<file path="config.mk">
export PLATFORM = sky130hd
export DESIGN_NAME = store_buffer
export DESIGN_NICKNAME = d
export VERILOG_FILES = /design/src/rtl/store_buffer.sv
export SDC_FILE = /design/constraint.sdc
export NUM_CORES = 1
export LEC_CHECK = 0
export CAP_MARGIN = 15
export CORE_ASPECT_RATIO = 0.6
export CORE_MARGIN = 3
export CORE_UTILIZATION = 45
export DETAILED_ROUTE_END_ITERATION = 16
export PLACE_DENSITY = 0.67
export SLEW_MARGIN = 10
export SYNTH_ARGS = -nofsm -noshare
export SYNTH_HDL_FRONTEND = slang
export SYNTH_SLANG_ARGS = --single-unit
export TNS_END_PERCENT = 100
</file>
<file path="constraint.sdc">
create_clock -name i_clk -period 8.8 [get_ports i_clk]
set_clock_uncertainty 0.05 [all_clocks]
set_input_delay 1.76 -clock i_clk [delete_from_list [all_inputs] [get_ports i_clk]]
set_output_delay 1.76 -clock i_clk [all_outputs]
set_load 0.03 [all_outputs]
</file>
<file path="src/rtl/store_buffer.sv">
// Store buffer between the MEM stage and data memory.
// Stores are queued in FIFO order and drained one per memory ack.
// Loads are forwarded from the youngest matching buffered store.
module store_buffer #(
  parameter int DEPTH = 4,
  parameter int AW    = 32
) (
  input  logic                     i_clk,
  input  logic                     i_rst_n,
  input  logic                     i_st_valid,
  input  logic [AW-1:0]            i_st_addr,
  input  logic [31:0]              i_st_data,
  output logic                     o_st_ready,
  input  logic                     i_ld_valid,
  input  logic [AW-1:0]            i_ld_addr,
  output logic                     o_ld_hit,
  output logic [31:0]              o_ld_data,
  output logic                     o_mem_wr_en,
  output logic [AW-1:0]            o_mem_addr,
  output logic [31:0]              o_mem_wdata,
  input  logic                     i_mem_ack,
  output logic                     o_empty,
  output logic [$clog2(DEPTH):0]   o_count
);

  localparam int PW = $clog2(DEPTH);
  localparam int CW = PW + 1;
  localparam int WW = AW - 2;
  localparam logic [CW-1:0] FULL_CNT = CW'(DEPTH);

  typedef enum logic {
    IDLE = 1'b0,
    BUSY = 1'b1
  } state_t;

  // Entry storage holds the word address only; byte offset is dropped.
  logic [WW-1:0]    ent_addr [DEPTH];
  logic [31:0]      ent_data [DEPTH];
  logic [DEPTH-1:0] ent_valid;

  logic [PW-1:0] head;
  logic [PW-1:0] tail;
  logic [CW-1:0] count;
  logic [CW-1:0] count_next;
  state_t        state;

  logic          push;
  logic          pop;
  logic [PW-1:0] ld_idx;

  // Handshake qualifiers; ready depends only on current occupancy, so a
  // full buffer rejects a store even when a drain completes this cycle.
  assign o_st_ready = (count < FULL_CNT);
  assign push       = i_st_valid && o_st_ready;
  assign pop        = (state == BUSY) && i_mem_ack;

  // Occupancy after this edge.
  always_comb begin
    count_next = count;
    unique case ({push, pop})
      2'b10:   count_next = count + CW'(1);
      2'b01:   count_next = count - CW'(1);
      default: count_next = count;
    endcase
  end

  // Payload write at the tail.
  // NOTE: the payload arrays are deliberately not reset; ent_valid alone
  // qualifies them, which keeps them plain RAM without a reset tree.
  always_ff @(posedge i_clk) begin
    if (push) begin
      ent_addr[tail] <= i_st_addr[AW-1:2];
      ent_data[tail] <= i_st_data;
    end
  end

  // Pointers, valid bits, occupancy and drain FSM.
  // NOTE: all sequential state uses non-blocking assignments so every
  // register samples the pre-edge values of its neighbours.
  always_ff @(posedge i_clk or negedge i_rst_n) begin
    if (!i_rst_n) begin
      ent_valid <= '0;
      head      <= '0;
      tail      <= '0;
      count     <= '0;
      state     <= IDLE;
    end else begin
      if (push) begin
        ent_valid[tail] <= 1'b1;
        tail            <= tail + PW'(1);
      end
      if (pop) begin
        ent_valid[head] <= 1'b0;
        head            <= head + PW'(1);
      end
      count <= count_next;
      unique case (state)
        IDLE: if (count_next != '0) state <= BUSY;
        BUSY: if (pop && (count_next == '0)) state <= IDLE;
        default: state <= IDLE;
      endcase
    end
  end

  // Drain request presents the head entry; it only moves on an ack.
  assign o_mem_wr_en = (state == BUSY);
  assign o_mem_addr  = (state == BUSY) ? {ent_addr[head], 2'b00} : '0;
  assign o_mem_wdata = (state == BUSY) ? ent_data[head] : '0;
  assign o_empty     = (count == '0);
  assign o_count     = count;

  // Load forwarding: walk from oldest to youngest so the youngest match
  // overrides; only pre-edge valid entries (including an acked head) count.
  // NOTE: every output of this block gets a default first so no latch forms.
  always_comb begin
    o_ld_hit  = 1'b0;
    o_ld_data = '0;
    ld_idx    = head;
    if (i_ld_valid) begin
      for (int i = 0; i < DEPTH; i++) begin
        ld_idx = head + PW'(i);
        if (ent_valid[ld_idx] && (ent_addr[ld_idx] == i_ld_addr[AW-1:2])) begin
          o_ld_hit  = 1'b1;
          o_ld_data = ent_data[ld_idx];
        end
      end
    end
  end

endmodule

</file>
* Yosys cells after proc, flatten, opt, wreduce, memory -nomap -nowiden
Memory sizes are Yosys's and may differ from the RTL's.
Index checks and enable logic that the tools add are counted.
Widths: inputs -> output; s select.
** Operators by class
- Bitwise gates (word level) :: 4
- Equal/unequal tests :: 6
- Mux-type cells :: 32
- Add/subtract/negate cells :: 6
- $lt $le $gt $ge :: 8
- Reduce and logical (&&, ||, !) cells :: 12
** Operators by type and width (count)
- $mux 32 :: 7
- $eq 30x30->1 :: 4
- $lt 2x3->1 const B :: 5
- $mux 1 :: 15
- $logic_and 1x1->1 :: 9
- $bmux 1 s2 :: 4
- $mux 4 :: 2
- $logic_not 3->1 :: 2
- $pmux 3 s2 :: 1
- $add 2x1->2 const B :: 2
- $add 2x2->2 const B :: 2
- $and 4x4->4 :: 1
- $demux 1 s2 :: 2
- $ge 2x1->1 const B :: 2
- $not 4->4 :: 1
- $or 4x4->4 :: 1
- $add 3x1->3 const B :: 1
- $lt 3x3->1 const B :: 1
- $reduce_bool 3->1 :: 1
- $sub 3x1->3 const B :: 1
- $eq 2x1->1 const B :: 1
- $eq 2x2->1 const B :: 1
- $pmux 1 s2 :: 1
- $not 1->1 :: 1
** Word-level totals
- Register bits :: 12
- Word-level logic and storage cells :: 75
- Bits in writable memories :: 248
- Memories kept :: 2
- Input bits :: 101
- Output and inout bits :: 103
** Memories
- ent_data :: depth 4, bits a word 32, rd ports 4, clocked after memory_dff 0, wr ports 1, RTL line 38 : logic [31:0] ent_data [DEPTH];
- ent_addr :: depth 4, bits a word 30, rd ports 4, clocked after memory_dff 0, wr ports 1, RTL line 37 : logic [WW-1:0] ent_addr [DEPTH];

* Longest topological paths before layout
Gate-level depths: netlist of the first run.
- Depth after elaboration :: 8
- Depth in mapped cells :: 22
- Mapped depth without buffers :: 10

* Worst setup path after synthesis of the first run
No wires, ideal clock.
- Path type :: flip-flop to output port
- Start point :: reg head[1]
- End point :: out o_ld_hit
- Arrival :: 5.181 ns
- Data required time :: 6.990 ns
- Slack :: 1.809 ns
- Buffers on the path :: 11
- Stages on the path, launching flop included :: 21
- Path through :: dfrtp_1 buf_2 buf_6 buf_4 buf_6 buf_2 buf_2 buf_2 buf_1 inv_1 ha_1 buf_2 buf_1 mux2i_1 nor2_1 a21oi_1 nand4_1 a2111oi_0 nand4_1 buf_6 a31oi_1
** On the way
- Longest elaborated chain between the ends :: 8
- Elaborated cells on any way between the ends :: 25
- Classes of those cells :: add/sub: 3; eq/ne: 4; mux: 13; reduce/logical: 4; memory: 1
** Ends and longest elaborated chain
- start, declared :: RTL line 41 : logic [PW-1:0] head;
- start signal, assigned :: RTL line 94 : head <= head + PW'(1);
- $add 2x1->2, or another cell as far along :: RTL line 121 : ld_idx = head + PW'(i);
- $mem_v2 4x30, or another cell as far along
- $eq 30x30->1, or another cell as far along :: RTL line 122 : if (ent_valid[ld_idx] && (ent_addr[ld_idx] == i_ld_addr[AW-1:2])) begin
- $logic_and 1x1->1 or $mux 1 (tied branches) :: RTL line 122
- $mux 1 (2 in series) :: RTL line 122
- $mux 1 * :: RTL line 122
- $mux 1 * :: RTL line 119 : if (i_ld_valid) begin
- end, declared :: RTL line 16 : output logic o_ld_hit,
Mark *: on every way between the ends. The rest lies on a longest branch, timed or not. The select of a mux whose other input is x is not followed.

* Worst setup path in the final report of the first run
- Start point :: reg head[0]
- End point :: out o_ld_data[19]
** On the way
- Longest elaborated chain between the ends :: 8
- Elaborated cells on any way between the ends :: 26
- Classes of those cells :: add/sub: 3; eq/ne: 4; mux: 13; reduce/logical: 4; memory: 2
** Ends and longest elaborated chain
- $add 2x1->2, or another cell as far along :: RTL line 121
- $mem_v2 4x30, or another cell as far along
- $eq 30x30->1, or another cell as far along :: RTL line 122
- $logic_and 1x1->1 or $mux 32 (tied branches) :: RTL line 122
- $mux 32 (2 in series) :: RTL line 122
- $mux 32 * :: RTL line 122
- $mux 32 * :: RTL line 119
- end, declared :: RTL line 17 : output logic [31:0] o_ld_data,
Marked as above.

==> results of run 1 <==
[routing by layer]
layer  share of wire (%)  global-route usage (%)  wire [um]  vias to the layer above
li1                    -                       -          -                     5078
met1                  43                    35.1      21500                     6179
met2                  45                    34.7      22300                      609
met3                 9.9                    5.28       4890                       62
met4                 1.9                    4.58        932                        4
met5               0.042                       0         21                        -
[worst max-delay path, cell delays in order (launching register included)]
cell	delay, ns
dfrtp_4	0.92
clkinv_1	0.29
ha_4	0.77
buf_4	0.32
mux4_2	0.33
xor2_1	0.15
nor3_1	0.31
nand4_1	0.37
nor4_4	0.33
a21oi_1	0.11
nand2_2	0.62
buf_4	0.34
o221ai_2	0.15
clkdlybuf4s50_1	0.65
[placed cells by master (no fill, tap or decap), drive strengths merged, types with 26 or more instances in the layout]
cell type,count
mux4,227
o221ai,34
mux2i,84
nand2,28
inv,44
xor2,33
clkbuf,41
edfxtp,248
clkdlybuf4s50,197
xnor2,82
buf,26
nand3,37
and2,55
and4,32
[through the flow]
step	utilization, %	area, um^2	worst slack (ns)	power [W]	hold slack, ns
finish	54.6	21000	0.691	0.00772	0.525
global route	54.6	21000	0.303	0.00813	0.564
CTS	54.6	21000	0.617	0.00776	0.530
detailed placement	52.4	20200	1.09	0.00664	0.521
global placement	52.4	20200	1.12	0.00660	0.498
floorplan	-	17900	1.81	0.00532	0.506
[cell type report]
type | count | area, um^2
multi-input cells | 748 | 9390
fillers | 3068 | 17500
flip-flops and latches | 260 | 7760
inverters | 44 | 165
clock buffers | 41 | 791
well taps | 513 | 642
diodes | 2 | 5.00
clock inverters | 10 | 46.3
repair buffers | 223 | 2220
[power groups by stage]
stage	combinational, W	sequential [W]	clock, W
3_5_place_dp	0.00483	0.00181	0
2_1_floorplan	0.00361	0.00171	0
5_1_grt	0.00514	0.00182	0.00117
6_report	0.00484	0.00179	0.00109
3_3_place_gp	0.00481	0.00179	0
4_1_cts	0.00485	0.00179	0.00112
[kinds of logic after synthesis]
family	Yosys count	synth area share (%)
other	1	0.0210
AO/OA/AOI/OAI	85	4.74
buffers and inverters	162	4.41
AND/OR/NAND/NOR	220	7.41
multiplexers	316	33.7
flip-flops	260	43.3
XOR/XNOR	115	5.63
adder cells (fa/ha/maj)	10	0.741
[flip-flops by register name (all words and copies together), names as in the netlist]
register	count
o_mem_wr_en	1
ent_valid	4
ent_addr	120
ent_data	128
tail	2
o_count	3
head	2
[worst paths after layout]
check                           start       endpoint  slack [ns]
setup / recovery              head[0]  o_ld_data[19]        0.69
hold / removal             o_count[0]     o_count[0]        0.52
setup reg to reg              head[0]        head[1]        5.83
hold reg to reg            o_count[0]     o_count[0]        0.52
max in group asynchronous     i_rst_n        head[1]        6.72
min in group asynchronous     i_rst_n   ent_valid[0]        1.54
==> impl_metrics.env, run 1 <==
export IMPL_status="finished clean"
export IMPL_async_flop_share_pct=4.62
export IMPL_initial_core_util_pct=46.5
export IMPL_hold_viol=0
export IMPL_route_antenna_remaining_nets=0
export IMPL_period_needed_ns=8.11
export IMPL_die_area_mm2=0.0423
export IMPL_crit_path_start_kind="flop"
export IMPL_finalSetupTns_ns=0
export IMPL_combPwrFrac_pct=62.8
export IMPL_insertion_delay_ns=0.55
export IMPL_syn_inst=1169
export IMPL_overflow=0
export IMPL_ir_drop_uv=304
export IMPL_htreeDepth=1
export IMPL_fp_dieW_um=263
export IMPL_cts_tree="yes"
export IMPL_synth_area_leaders="edfxtp_1, mux4_2, mux2i_1, xnor2_1, o221ai_2"
export IMPL_postCtsHoldBufs=0
export IMPL_maxSlewViolCount=0
export IMPL_fin_cells=1841
export IMPL_rows=55
export IMPL_cts_buffer_depth=3
export IMPL_hold_path_class="flop to flop"
export IMPL_yosysTopAreaCell="edfxtp_1"
export IMPL_die_y_um=160
export IMPL_cp_data_required_time_ns=6.99
export IMPL_cts_sinks=260
export IMPL_clkTransAtPathRegs_ns=0.06
export IMPL_drc=0
export IMPL_arrival_ns=6.30
export IMPL_dp_hpwl_um=33100
export IMPL_grt_usage_pct=23.2
export IMPL_hold_depth=1
export IMPL_synth_common_cells="edfxtp_1, mux4_2, mux2i_1"
export IMPL_grt_antenna_before_repair=4
export IMPL_reg2reg_depth=5
export IMPL_seq_area_frac_synth_pct=43.3
export IMPL_switching_share_pct=41.4
export IMPL_powerDensity_mw_per_mm2=367
export IMPL_critical_path_class="flop to output port"
export IMPL_fin_crit_sh_pct=92.2
export IMPL_maxCapViolations=0
export IMPL_drt_pass1_iter_count=5
export IMPL_synth_cell_types=50
export IMPL_grt_start_max_net_pins=145
export IMPL_synth_edf_count=248
export IMPL_worstPathMaxFanout=46
export IMPL_rsz0062_at_grt="false"
export IMPL_clock_power_share_pct=14.1
export IMPL_io_buffers=197
export IMPL_endpoint_kind="output port"
export IMPL_wl_per_cell_um=26.9
export IMPL_wl_um=49600
export IMPL_area_growth_pct=17.5
export IMPL_slew_headroom_pct=34.8
export IMPL_cts_resized=0
export IMPL_via_per_inst=6.48
export IMPL_synth_top_area_share_pct=41.6
export IMPL_p_leak_nw=7.02
export IMPL_tightest_slew_ns=0.976
export IMPL_grt_pass1_vias=11900
export IMPL_cts_setup_buffers=0
export IMPL_grt_pass1_wl_um=75200
export IMPL_num_vias=11900
export IMPL_ioPinCount=204
export IMPL_drive_above_1_share_pct=25.0
export IMPL_fmax_ghz=0.123
export IMPL_design_core_area_mm2=0.0385
export IMPL_ys_flop_type="edfxtp_1"
export IMPL_root_buffer="clkbuf_16"
export IMPL_p_sw_w=0.00319
export IMPL_mappedNetlistArea_mm2=0.0179
export IMPL_synth_most_common_cell="edfxtp_1"
export IMPL_drt_iter0_drc=1415
export IMPL_ys_ff_latch=260
export IMPL_p_int_w=0.00452
export IMPL_dp_cells=1788
export IMPL_avgSynthCellArea_um2=15.3
export IMPL_seq_power_share_pct=23.1
export IMPL_nets=1416
export IMPL_numCtsBuffers=28
export IMPL_synth_warning_count=0
export IMPL_place_congestion=0.890
export IMPL_finalSetupViolCount=0
(Power assumes the default switching activity.)
==> inputs of run 2 (changes only) <==
--- a/config.mk
+++ b/config.mk
@@ -10,6 +10,7 @@
 export CORE_MARGIN = 3
 export CORE_UTILIZATION = 45
 export DETAILED_ROUTE_END_ITERATION = 16
+export GPL_TIMING_DRIVEN = 1
 export PLACE_DENSITY = 0.67
 export SLEW_MARGIN = 10
 export SYNTH_ARGS = -nofsm -noshare
==> results of run 2 <==
Final layout, timing and power as in run 1 (identical DEF).
